`src/rtl/mac_seq.sv`:
```
// Sequential multiply-accumulate over two coefficient memories (A, B).
// Optional macro MAC_SAT_EN: saturating accumulator with sticky ovf; otherwise wrap and ovf=0.
module mac_seq #(
    parameter int DW    = 8,
    parameter int DEPTH = 16,
    parameter int AW    = 4,
    parameter int ACC_W = 20
) (
    input  logic             clk,
    input  logic             rst_n,
    input  logic             wr_en,
    input  logic             wr_sel,
    input  logic [AW-1:0]    wr_addr,
    input  logic [DW-1:0]    wr_data,
    input  logic             start,
    input  logic [AW:0]      len,
    input  logic             sgn,
    output logic             busy,
    output logic             done,
    output logic [ACC_W-1:0] result,
    output logic             ovf
);

    typedef enum logic [1:0] {IDLE, RUN, DRAIN, DONE} state_t;

    localparam logic [AW:0] DEPTH_L = (AW+1)'(DEPTH);

    state_t state, nxt;

    logic [DW-1:0]    mem_a [DEPTH];
    logic [DW-1:0]    mem_b [DEPTH];
    logic [AW:0]      len_c, len_r, idx;
    logic             sgn_r, op_vld;
    logic [DW-1:0]    op_a, op_b;
    logic [2*DW-1:0]  ax, bx, prod;
    logic [ACC_W-1:0] prod_x, acc, acc_nxt;

    assign len_c  = (len > DEPTH_L) ? DEPTH_L : len;
    assign busy   = (state != IDLE);
    assign done   = (state == DONE);
    assign result = acc;

    always_ff @(posedge clk) begin
        if (!rst_n) state <= IDLE;
        else        state <= nxt;
    end

    always_comb begin
        nxt = state;
        case (state)
            IDLE:    if (start) nxt = (len_c == '0) ? DONE : RUN;
            RUN:     if (idx == len_r - 1'b1) nxt = DRAIN;
            DRAIN:   nxt = DONE;
            DONE:    nxt = IDLE;
            default: nxt = IDLE;
        endcase
    end

    // Memories carry no reset so contents survive an aborted run.
    always_ff @(posedge clk) begin
        if (wr_en && state == IDLE) begin
            if (wr_sel) mem_b[wr_addr] <= wr_data;
            else        mem_a[wr_addr] <= wr_data;
        end
    end

    // Operands are extended to 2*DW before the multiply so one multiplier serves both modes.
    always_comb begin
        ax     = sgn_r ? {{DW{op_a[DW-1]}}, op_a} : {{DW{1'b0}}, op_a};
        bx     = sgn_r ? {{DW{op_b[DW-1]}}, op_b} : {{DW{1'b0}}, op_b};
        prod   = ax * bx;
        prod_x = sgn_r ? ACC_W'($signed(prod)) : ACC_W'(prod);
    end

`ifdef MAC_SAT_EN
    logic [ACC_W:0] sum;
    logic           of;
    logic           ovf_r;

    always_comb begin
        if (sgn_r) begin
            sum = {acc[ACC_W-1], acc} + {prod_x[ACC_W-1], prod_x};
            of  = sum[ACC_W] ^ sum[ACC_W-1];
        end else begin
            sum = {1'b0, acc} + {1'b0, prod_x};
            of  = sum[ACC_W];
        end
        acc_nxt = sum[ACC_W-1:0];
        if (of) acc_nxt = sgn_r ? {sum[ACC_W], {(ACC_W-1){~sum[ACC_W]}}} : '1;
    end

    always_ff @(posedge clk) begin
        if (!rst_n)                    ovf_r <= 1'b0;
        else if (state == IDLE && start) ovf_r <= 1'b0;
        else if (op_vld && of)         ovf_r <= 1'b1;
    end

    assign ovf = ovf_r;
`else
    assign acc_nxt = acc + prod_x;
    assign ovf     = 1'b0;
`endif

    // Pair idx registers at the end of each RUN cycle; its product lands one cycle later.
    always_ff @(posedge clk) begin
        if (!rst_n) begin
            len_r  <= '0;
            sgn_r  <= 1'b0;
            idx    <= '0;
            op_vld <= 1'b0;
            op_a   <= '0;
            op_b   <= '0;
            acc    <= '0;
        end else begin
            op_vld <= (state == RUN);
            if (state == RUN) begin
                op_a <= mem_a[idx[AW-1:0]];
                op_b <= mem_b[idx[AW-1:0]];
                idx  <= idx + 1'b1;
            end
            if (state == IDLE && start) begin
                len_r <= len_c;
                sgn_r <= sgn;
                idx   <= '0;
                acc   <= '0;
            end else if (op_vld) begin
                acc <= acc_nxt;
            end
        end
    end

endmodule

```
`config.mk`:
```
export PLATFORM = sky130hd
export DESIGN_NAME = mac_seq
export DESIGN_NICKNAME = d
export VERILOG_FILES = /design/src/rtl/mac_seq.sv
export SDC_FILE = /design/constraint.sdc
export NUM_CORES = 1
export LEC_CHECK = 0
export CAP_MARGIN = 25
export CORE_MARGIN = 3
export CORE_UTILIZATION = 40
export DETAILED_ROUTE_END_ITERATION = 7
export DONT_BUFFER_PORTS = 1
export MAX_ROUTING_LAYER = met4
export PLACE_DENSITY = 0.53
export SETUP_SLACK_MARGIN = 0.5
export SLEW_MARGIN = 20
export SYNTH_ARGS = -nofsm -noshare
export SYNTH_HDL_FRONTEND = slang
export SYNTH_SLANG_ARGS = --single-unit
```
`constraint.sdc`:
```
create_clock -name clk -period 7.5 [get_ports clk]
set_input_delay 0.375 -clock clk [delete_from_list [all_inputs] [get_ports clk]]
set_output_delay 0.375 -clock clk [all_outputs]
set_load 0.05 [all_outputs]
```
==> out/summary.txt <==
Worst-margin pin slew: 1.02 ns
Yosys warnings: 0
Vias in the first global route: 9,112
Setup TNS: 0 ns
Core ar.: 0.0400 mm²
Antenna cells: 0
Crit-path most repeated cell: inv_1
GRT Util Overall: 16.6%
Htree depth: 2
FF-to-FF End: result[17]$_SDFFE_PP0P_
Largest stage delay, worst path: 0.53 ns
Final Hold Viols: 0
Multi-input logic area: 0.00692 mm²
Drt via density: 5.06
# DRC: 0
P_leak: 6.61 nW
Crit path time final: 6.61 ns
Sequential fraction of the synthesis area: 53.3%
Synth Flop Type: edfxtp_1
Layout area overhead: 10.9%
Fraction of layout cells with a size suffix above 1: 15.2%
Placed Cells: 1,634
Worst Hold End: sgn_r$_SDFFE_PN0P_
Distinct cells, synth: 63
Number of nets in the layout: 1,329
Chip height: 208 µm
Gr ovfl total: 0
Critical path fanouts, max: 11
WP data required: 7.88 ns
Post-Syn Nets: 1,319
Number of port buffers: 0
Post-synth ARST share: 0%
Global-route wire length before repair: 54,000 µm
HPWL after DPL: 23,400 µm
Unrepaired setup endpoints after global routing: false
Mapped Cells: 1,149
Tcrit/Tclk final: 88.1%
FF+latch count, synth: 306
Clock transition at path regs: 0.06 ns
Power Density: 247 mW/mm²
Worst path arrival time: 6.98 ns
Synthesized area: 0.0163 mm²
Fmax: 151 MHz
Die W: 208 µm
CTS Sinks: 306
Cell taking the most area after synthesis: edfxtp_1
Max clock buf depth: 3
Routed WL per cell: 19.9 µm
Initial DRC Count: 520
Via count: 8,639
Most common cell in the synthesized netlist: edfxtp_1
Critical path launch point type: flop
HP Class: in -> reg
Crit. End Element: flop
Avg Inst Size Synth: 14.2 µm²
Final antenna-violating net count: 0
Post-route cell area: 0.0181 mm²
WS Path Type: reg -> reg
Worst Setup SP: op_a[7]$_SDFFE_PN0P_
CTS root buffer: clkbuf_16
Dpl cell area: 0.0168 mm²
Maximum vdd drop: 0.000270 V
Relative slew margins: 31.7%
Setup violations, final: 0
Final Max Slew Viols: 0
Dominant cells by area after synthesis: edfxtp_1, mux4_2, fa_1, dfxtp_1, ha_1
Top-area cell type share of the netlist area: 47.2%
Num CTS Buffers: 34
Core Rows: 73
Top cells by count, synth: edfxtp_1, inv_1, nor2_1
Fin Clk Skew: 0.0162 ns
Critical Path Slowest Stage Cell: fa_1
GPL Wtd Cong: 0.826
Starting density of the core: 40.7%
Pre-antenna DRT Iters: 4
Maximum capacitance violations: 0
Worst-case reg-to-reg path depth: 28
Clk_lat worst skew: 0.53 ns
Layout Cells excl Fill: 1,709
Antenna violations before repair: 0
DIE AREA: 0.0432 mm²
CTS tree: built
Reg2Reg Setup Slack: 0.89 ns
Pin count of the biggest net entering global routing: 69
HP Start: rst_n
IO Count: 46
Hold Path Stages: 1
Number of flops mapped to enable cells by yosys: 256
WL final: 34,000 µm
Reg2reg start: op_a[7]$_SDFFE_PN0P_
Status: finished, final reports clean
Total area of sequential cells: 0.00870 mm²
Layout fillers: 3,614
==> area by class of cell <==
class / count / share of cell area [%]
multi-input combinational: 663 / 38.3
tap: 525 / 3.63
timing repair buffer: 26 / 1.59
clock buffer: 48 / 5.17
clock inverter: 13 / 0.519
inverter: 128 / 2.66
sequential: 306 / 48.2
==> state kept, by name, indices dropped and copies added (netlist names) <==
name and flops:
idx 5, len_r 5, sgn_r 1, mem_b 128, result 20, state 2
op_vld 1, op_b 8, op_a 8, mem_a 128
==> what timing repair did <==
action / CTS / global route
setup endpoints to repair: 0 / 5
buffers inserted: 0 / 3
endpoints found under the hold margin: 258 / 0
gates resized for setup: 0 / 11
hold buffers: 11 / 0
==> worst max-delay path, delay by kind of cell (launching register included) <==
| kind | cells | cell delay (ns) |
|---|---|---|
| buffers and inverters | 6 | 0.37 |
| xor gates and xnor gates | 2 | 0.34 |
| DFF | 1 | 0.40 |
| and+or+nand+nor | 5 | 1.06 |
| AOI/OAI and AO/OA | 7 | 0.93 |
| adders and majority gates | 8 | 3.35 |
==> metrics by stage <==
| step | setup WS, ns | hold WS (ns) | utilization, % | power (mW) |
|---|---|---|---|---|
| 2_1_floorplan | 1.07 | 0.455 | - | 2.70 |
| 3_3_place_gp | 0.678 | 0.475 | 42.1 | 2.93 |
| 3_5_place_dp | 0.579 | 0.476 | 42.1 | 2.94 |
| 4_1_cts | 0.555 | 0.0124 | 45.1 | 4.54 |
| 5_1_grt | 0.501 | 0.0172 | 45.2 | 4.69 |
| 6_report | 0.894 | 0.0458 | 45.2 | 4.47 |
==> layout by cell type (no fill, tap or decap), types with 4 or more instances in the layout <==
cell type / count
edfxtp_1: 256
fa_1: 69
nand2_1: 34
ha_1: 77
inv_1: 126
a31oi_1: 4
o21ai_1: 10
a21o_1: 9
clkinv_1: 4
mux2i_1: 27
nor2_1: 99
mux4_2: 80
dfxtp_1: 41
nand3_1: 16
nor3b_1: 5
buf_4: 15
a21oi_1: 26
nor2b_1: 7
clkbuf_1: 12
xor2_1: 19
dfxtp_2: 8
buf_12: 7
nor3_1: 8
and2_1: 56
nand2b_1: 8
xnor2_1: 40
a211oi_1: 9
clkinv_2: 7
clkbuf_16: 35
==> cell families after synthesis <==
family / count (synthesis) / synth area share, %
XOR/XNOR: 64 / 3.72
AO/OA/AOI/OAI: 89 / 3.72
adder cells (fa/ha/maj): 147 / 14.5
multiplexers: 107 / 12.7
flip-flops: 306 / 53.3
buffers and inverters: 180 / 4.27
AND/OR/NAND/NOR: 255 / 7.74
other: 1 / 0.0230
==> power breakdown <==
part           internal [mW]  switching [mW]
sequential              1.90           0.130
combinational          0.402           0.479
clock                  0.906           0.652
total                   3.21            1.26
==> how the worst max path moves through the flow <==
stage,endpoint,depth (start not counted)
after floorplan,result[17]$_SDFFE_PP0P_,28
after global placement,result[19]$_SDFFE_PP0P_,29
after detailed placement,result[19]$_SDFFE_PP0P_,29
after CTS,result[19]$_SDFFE_PP0P_,29
after global routing,result[17]$_SDFFE_PP0P_,29
final,result[17]$_SDFFE_PP0P_,28
==> per-layer routing <==
metal	routed length, µm	vias to the layer above	share of wire, %	track usage (%)
met2	16900	117	50	27.1
met5	0	-	0	-
li1	-	4117	-	-
met4	475	0	1.4	3.51
met3	1280	36	3.8	2.92
met1	15300	4369	45	21.9
Power figures use the tool's default switching activity.
